$ cat config.mk
export PLATFORM = sky130hd
export DESIGN_NAME = mul_hilo_ctrl
export DESIGN_NICKNAME = d
export VERILOG_FILES = /design/src/rtl/mul_pkg.sv /design/src/rtl/mul_hilo_ctrl.sv
export SDC_FILE = /design/constraint.sdc
export NUM_CORES = 1
export LEC_CHECK = 0
export ABC_AREA = 1
export CORE_MARGIN = 2
export CORE_UTILIZATION = 41
export DETAILED_ROUTE_END_ITERATION = 12
export GPL_ROUTABILITY_DRIVEN = 0
export PLACE_DENSITY = 0.85
export SETUP_SLACK_MARGIN = 0.5
export SYNTH_ARGS = -nofsm -noshare
export SYNTH_HDL_FRONTEND = slang
export SYNTH_SLANG_ARGS = --single-unit
$ cat constraint.sdc
create_clock -name clk -period 3.95 [get_ports clk]
set_input_delay 0.79 -clock clk [delete_from_list [all_inputs] [get_ports clk]]
set_output_delay 0.79 -clock clk [all_outputs]
set_load 0.01 [all_outputs]
$ cat src/rtl/mul_pkg.sv
// Shared codes for the multiplier sequencer: funct values, multiplier commands
// and the sequencer state encoding.
package mul_pkg;

  localparam logic [5:0] MULTU = 6'b011001;
  localparam logic [5:0] MFHI  = 6'b010000;
  localparam logic [5:0] MFLO  = 6'b010010;
  localparam logic [5:0] MTHI  = 6'b010001;
  localparam logic [5:0] MTLO  = 6'b010011;

  localparam logic [5:0] HOLD  = 6'b000000;
  localparam logic [5:0] OUT   = 6'b111111;

  typedef enum logic [1:0] {
    IDLE    = 2'd0,
    LOAD    = 2'd1,
    RUN     = 2'd2,
    CAPTURE = 2'd3
  } state_t;

endpackage

$ cat src/rtl/mul_hilo_ctrl.sv
// MULTU sequencer and HI/LO result registers downstream of the shift-add multiplier.
// Build option: define MTHILO_EN to enable MTHI/MTLO writes from wdata.
module mul_hilo_ctrl
  import mul_pkg::*;
#(
  parameter int WIDTH      = 32,
  parameter int MUL_CYCLES = 32,
  parameter int CNT_W      = 6
) (
  input  logic               clk,
  input  logic               reset,
  input  logic [5:0]         funct,
  input  logic               start,
  input  logic [WIDTH-1:0]   wdata,
  input  logic [2*WIDTH-1:0] mulProduct,
  output logic [5:0]         mulSignal,
  output logic               busy,
  output logic               done,
  output logic [WIDTH-1:0]   hi,
  output logic [WIDTH-1:0]   lo,
  output logic [WIDTH-1:0]   dataOut,
  output state_t             dbg_state
);

  localparam logic [CNT_W-1:0] LAST = CNT_W'(MUL_CYCLES - 1);

  state_t           state;
  logic [CNT_W-1:0] count;

  // Handshake: start is accepted only on an edge where the sequencer is IDLE;
  // busy stays high from that edge until the capture edge, and done is a
  // single-cycle pulse after the capture edge. Starts seen while busy are dropped.
  always_ff @(posedge clk or posedge reset) begin
    if (reset) begin
      state     <= IDLE;
      count     <= '0;
      hi        <= '0;
      lo        <= '0;
      done      <= 1'b0;
      busy      <= 1'b0;
      mulSignal <= HOLD;
    end else begin
      done <= 1'b0;
      case (state)
        IDLE: begin
          if (start && funct == MULTU) begin
            state     <= LOAD;
            mulSignal <= OUT;
            busy      <= 1'b1;
            count     <= '0;
          end
`ifdef MTHILO_EN
          else if (start && funct == MTHI) begin
            hi <= wdata;
          end else if (start && funct == MTLO) begin
            lo <= wdata;
          end
`endif
        end
        LOAD: begin
          state     <= RUN;
          mulSignal <= MULTU;
        end
        RUN: begin
          // Count saturates at LAST; the exit edge leaves it there.
          if (count == LAST) begin
            state     <= CAPTURE;
            mulSignal <= HOLD;
          end else begin
            count <= count + CNT_W'(1);
          end
        end
        CAPTURE: begin
          hi    <= mulProduct[2*WIDTH-1:WIDTH];
          lo    <= mulProduct[WIDTH-1:0];
          done  <= 1'b1;
          busy  <= 1'b0;
          state <= IDLE;
        end
        default: begin
          state     <= IDLE;
          mulSignal <= HOLD;
        end
      endcase
    end
  end

`ifndef MTHILO_EN
  logic unused_wdata;
  assign unused_wdata = ^wdata;
`endif

  assign dataOut   = (funct == MFHI) ? hi : (funct == MFLO) ? lo : '0;
  assign dbg_state = state;

endmodule

==> impl_metrics.csv <==
group,metric,value,unit
timing,maxSlewHeadroom,24.2,%
place,dpl.hpwl,7500,um
critical_path,critPathLaunchType,"input port",
clock_tree,clockBufferDepth,2,
detailed_routing,routedWlPerCell,14.4,um
place,io_buffers,178,
critical_path,crit_chain,"clkdlybuf4s50_1 -> inv_1 -> nor2_1 -> nand3_1 -> buf_4 -> o22ai_1 -> clkdlybuf4s50_1",
critical_path,max_stage_delay,0.56,ns
timing,setup_violations,0,
critical_path,worst-path-stages,7,
die,start_util,42.8,%
finish,stdcell_area,5630,sq um
die,ios,211,
clock_tree,cts_root_buf,"clkbuf_8",
critical_path,crit_type,"in2out",
power_and_ir_drop,power_density,694,nW/um^2
critical_path,r2r_end,"mulSignal[4]",
finish,diodes,0,
synth,netlist.area_leader.share,53.6,%
timing,hold_viol_final,0,
die,core,8300,sq um
clock_tree,cts_setup_buffers,0,
timing,period_share,86.1,%
finish,multi_input_area,1220,sq um
clock_tree,cts_tree,"built",
detailed_routing,wl,10200,um
detailed_routing,first_iter_violations,116,
global_routing,grt_pass1_wl,16700,um
critical_path,cp_max_fo,14,
synth,synth.top_cells.by_area,"dfrtp_1 54%, nand2_1 11%, o21ai_0 9.2%",
clock_tree,cts_buffers,9,
critical_path,crit_start,"funct[1]",
finish,seq_area,1900,sq um
power_and_ir_drop,vdd_drop_max,0.399,mV
timing,rsz0062_at_grt,"true",
die,die_h,97.1,um
clock_tree,clock_latency,0.33,ns
die,die_w,97.1,um
worst_hold_path,hold_path_end,"count[3]",
die,rows,33,
run_status,outcome,"completed",
timing,tightestPinTransition,1.14,ns
synth,synth_top_cell_by_area,"dfrtp_1",
synth,netlist_instances,427,
clock_tree,cts_sinks,76,
critical_path,required,3.16,ns
worst_hold_path,worstHoldStart,"count[3]",
timing,finClkSkew,0.00837,ns
finish,area_growth,58.5,%
place,placed_cell_area,5390,sq um
synth,synth-seq-cells,76,
global_routing,grt_max_degree,132,
synth,ys_seq_area_share,53.6,%
finish,final_common_cell,"clkdlybuf4s50_1",
detailed_routing,ant_nets,0,
global_routing,grt_pass1_vias,3451,
synth,synth.net_count,538,
synth,syn-cell-area,3550,sq um
clock_tree,ctsHtreeMaxLevel,3,
global_routing,grt_usage,21.7,%
flow_run,maxCapViolCount,0,
synth,yosys_warnings,0,
detailed_routing,via_count,3424,
place,place_ws,0.508,ns
timing,fin_crit,3.40,ns
worst_hold_path,hold_class,"reg2reg",
place,dp_cells,690,
finish,drive_above_1_share,4.83,%
finish,final_cell_count_no_fill,706,
critical_path,crit_top_cell,"clkdlybuf4s50_1",
critical_path,slowest_stage,"clkdlybuf4s50_1",
timing,finalSetupTns,0,ns
finish,final_nets,707,
detailed_routing,remaining_drc_errors,0,
timing,fmax,294,MHz
timing,setup_ws,0.548,ns
finish,layout_common_cells,"171 x clkdlybuf4s50_1, 100 x nand2_1, 80 x inv_1, 76 x dfrtp_1, 65 x o21ai_0",
global_routing,grt.overflow.total,0,
global_routing,grt_antenna_before_repair,0,
critical_path,rrSetupSlack,2.04,ns
critical_path,critPathBufInv,4,
timing,drv_slew,0,
die,die_area,9420,sq um
finish,nFillCells,653,
detailed_routing,vias_per_cell,4.85,
clock_tree,path_clk_slew,0.07,ns
worst_hold_path,whs_path_depth,2,
power_and_ir_drop,p_leak,2.60,nW
critical_path,ff2ff_path_depth,5,
critical_path,end_kind,"output pin",
critical_path,path_delay_family,"buffers and inverters",
critical_path,r2r-start,"dbg_state[1]",
finish,utilization,67.8,%
critical_path,cp.arrival,2.61,ns
synth,syn_avg_cell_area,8.32,sq um
detailed_routing,drt-pass1-iter-count,4,
synth,synthDistinctLibCells,21,
metrics by stage:
stage                     hold slack, ns  power, mW
after CTS                          0.507       3.94
after global routing               0.529       4.19
after global placement             0.487       3.19
after detailed placement           0.484       3.28
after floorplan                    0.463       2.27
final                              0.501       3.90
routing by layer:
layer | part of all wire, % | vias to the layer above | global-route usage (%)
met5 | 0 | - | 0
met4 | 1.6 | 0 | 6.50
met3 | 6.7 | 16 | 5.47
met2 | 51 | 121 | 37.8
met1 | 41 | 1605 | 26.5
li1 | - | 1682 | -
power by group:
| part | switching [mW] | internal, mW | leakage [nW] |
|---|---|---|---|
| Combinational | 0.956 | 0.943 | 1.55 |
| Clock | 0.291 | 0.360 | 0.104 |
| Sequential | 0.211 | 1.14 | 0.945 |
registers in the layout (all words and copies together) (netlist names):
register and cells:
hi 32, mulSignal 2, dbg_state 2, busy 1, done 1, lo 32
count 6
cells in the mapped netlist:
library cell	instances
nand3_1	8
buf_4	6
dfrtp_1	76
nor2_1	16
nand4_1	2
o21ai_0	65
o21a_1	1
o21ai_1	2
nand2_1	100
buf_2	14
nand3b_1	2
ha_1	6
nand2_4	4
o22ai_1	32
nor2_2	2
nand2_2	2
clkbuf_1	5
inv_1	81
nor3b_1	1
a21oi_1	1
o21bai_1	1
cell families after synthesis:
family                   synth area share [%]
AND/OR/NAND/NOR                          16.3
buffers and inverters                    12.3
AO/OA/AOI/OAI                            15.6
flip-flops                               53.6
adder cells (fa/ha/maj)                  2.11
cell type report:
class | count | share of cell area [%]
repair buffers | 183 | 32.9
inverters | 81 | 5.40
well taps | 105 | 2.33
multi-input cells | 245 | 21.7
flip-flops and latches | 76 | 33.8
clock inverters | 5 | 1.51
clock buffers | 11 | 2.33
worst min-delay path: cells and delay by family, from the launching register on:
family | cells | cell delay (ns)
and+or+nand+nor | 2 | 0.11
DFF | 1 | 0.36
worst max-delay path by stage:
stage,endpoint,slack (ns)
after global placement,dataOut[31],0.52
after floorplan,busy,1.22
after CTS,dataOut[24],0.52
final,dataOut[10],0.55
after detailed placement,dataOut[31],0.51
after global routing,dataOut[19],0.49
timing repair:
action	CTS	global route
hold buffers	0	0
gates resized for setup	1	7
endpoints found under the setup margin	1	15
Note: power is estimated with default switching activity, not from simulation.
==> RTL edit, RTL diff (same settings) <==
Set the parameter `CNT_W` to 8 (it was 6).
--- a/src/rtl/mul_hilo_ctrl.sv
+++ b/src/rtl/mul_hilo_ctrl.sv
@@ -6,5 +6,5 @@
   parameter int WIDTH      = 32,
   parameter int MUL_CYCLES = 32,
-  parameter int CNT_W      = 6
+  parameter int CNT_W      = 8
 ) (
   input  logic               clk,
Check against the original RTL: same outputs for any inputs over 10 cycles, from zero or initial values and one cycle with reset high; that may be too few to reach the edited logic, so the function may still have changed.
==> RTL edit against the unedited design <==
- wire length up 4.7%
- setup slack gained 0.0047 ns
- hold slack got worse by 0.0024 ns
- first-iteration DRC count up 16%
- area after synthesis up 6.6%
- final area is 3.9% higher
- critical path type unchanged
- power grew 2.4%
- sequential cell count up 2
- register-to-register slack worse by 0.06 ns
==> RTL edit: results (changes against the unedited design) <==
metric,value,unit,change
largest net degree at the start of global routing,132,,unchanged
FF-to-FF setup slack,1.98,ns,was 2.04 ns
Num CTS Buffers,9,,unchanged
share of cells above drive strength 1,7.223,%,was 4.825%
Leak,0.002765,µW,was 0.002598 µW
vias in the first global route,3638,,"was 3,451"
HP Class,reg -> reg,,unchanged
port bufs,178,,unchanged
Top Registers,"hi (32), lo (32), count (8)",,"was hi (32), lo (32), count (6)"
H-tree depth,3,,unchanged
global-route wire length before repair,17.21,mm,was 16.67 mm
CTS Buffer Depth,2,,unchanged
post-synthesis sequential area ratio,51.57,%,was 53.56%
Synthesis Warnings,0,,unchanged
status,completed,,unchanged
clk slew on worst S/H paths,0.08,ns,
Worst Setup SP,funct[1],,unchanged
crit path DAT,2.61,ns,about the same
initial antenna violation count,0,,unchanged
Synthesized Nets,562,,was 538
synth cell count leaders,"nand2_1, inv_1, dfrtp_1",,unchanged
vias per cell,4.846,,was 4.850
Synth area leaders,"dfrtp_1, nand2_1, o21ai_0, inv_1, o22ai_1",,unchanged
routed length per instance,14.50,µm,was 14.40 µm
termination of the worst setup path,dataOut[28],,was dataOut[10]
worst-case reg-to-reg path depth,5,,unchanged
relative slew slack,23.02,%,was 24.24%
drt pass-1 iters,4,,unchanged
dpl hpwl,7.833,mm,was 7.504 mm
Clock Skews,0.01032,ns,was 0.008368 ns
latest clock arrival within the worst-skew pair,0.33,ns,about the same
r2r endpoint,mulSignal[4],,unchanged
fillers,795,,was 653
Post-synth ARST share,100.0,%,unchanged
reg-to-reg critical path startpoint,dbg_state[1],,unchanged
clock root buffer,clkbuf_8,,unchanged
Setup-failing EPs final,0,,unchanged
Final #Nets,730,,was 707
diode count,0,,unchanged
worst-path maximum fanout,17,,was 14
maximum vdd ir drop,0.5487,mV,was 0.3991 mV
All-Layer GR Usage,21.52,%,was 21.67%
initial drt markers,134,,was 116
post-synth cell types,25,,was 21
## RTL edit: cell count changes in the layout (fill, tap and decap cells not counted), moves of 4 or more
cell	before	now
nand2_1	100	115
o22ai_1	32	22
o22ai_2	0	10
nand3_1	8	2
dlymetal6s2s_1	6	10
inv_1	80	84
## RTL edit: how the worst min path moves through the flow
stage	cells past startpoint	slack (ns)	end	startpoint
floorplan	2	0.45	count[7]	count[7]
global placement	2	0.47	count[7]	count[7]
detailed placement	2	0.48	count[7]	count[7]
CTS	2	0.50	count[7]	count[7]
global route	2	0.56	count[7]	count[7]
finish	2	0.50	count[7]	count[7]
## RTL edit: through the flow
stage	std cells	area, µm²	setup WS [ns]	total power [µW]
2_1_floorplan	451	3785	1.165	2323
3_3_place_gp	719	5597	0.5920	3264
3_5_place_dp	719	5597	0.5363	3356
4_1_cts	734	5819	0.5363	4037
5_1_grt	734	5848	0.4776	4286
6_report	734	5848	0.5528	3995
## RTL edit: repair_timing
item,4_1_cts,5_1_grt
buffers inserted,0,0
hold endpoints to repair,0,0
resized for setup,0,11
setup endpoints to repair,0,17
## RTL edit: cell families (layout without fill, tap and decap cells)
| group | after synthesis | after routing | share of synthesized area [%] |
|---|---|---|---|
| DFF | 78 | 78 | 51.57 |
| adders and majority gates | 6 | 6 | 1.983 |
| buffers and inverters | 110 | 282 | 12.46 |
| AOI/OAI and AO/OA | 102 | 102 | 16.33 |
| and+or+nand+nor | 155 | 155 | 17.65 |
## RTL edit: area by class of cell
cell class                      instances  area [µm²]  area share, %
Clock inverter                          3       67.56          1.155
Sequential cell                        78        1952          33.38
Timing Repair Buffer                  182        1841          31.47
Clock buffer                           12       155.1          2.653
Inverter                               85       320.3          5.477
Tap cell                              111       138.9          2.375
Multi-Input combinational cell        263        1374          23.49
## RTL edit: critical path: stages
cell,delay [ns]
clkdlybuf4s50_1,0.49
inv_1,0.07
nor2_1,0.12
nand3_2,0.11
buf_4,0.23
o22ai_1,0.22
clkdlybuf4s50_1,0.57
## RTL edit: report_power, final
group          internal, µW  switching [µW]  total [µW]
registers              1160             212        1370
clock network           388             284         671
logic                   952             998        1950
total                  2500            1490        3990
## RTL edit: layer usage
layer / wire [µm] / track usage (%) / vias up
met5: 0 / 0 / -
met4: 85 / 4.953 / 0
met3: 671 / 5.223 / 9
met2: 5469 / 37.94 / 124
met1: 4416 / 26.82 / 1683
li1: - / - / 1741
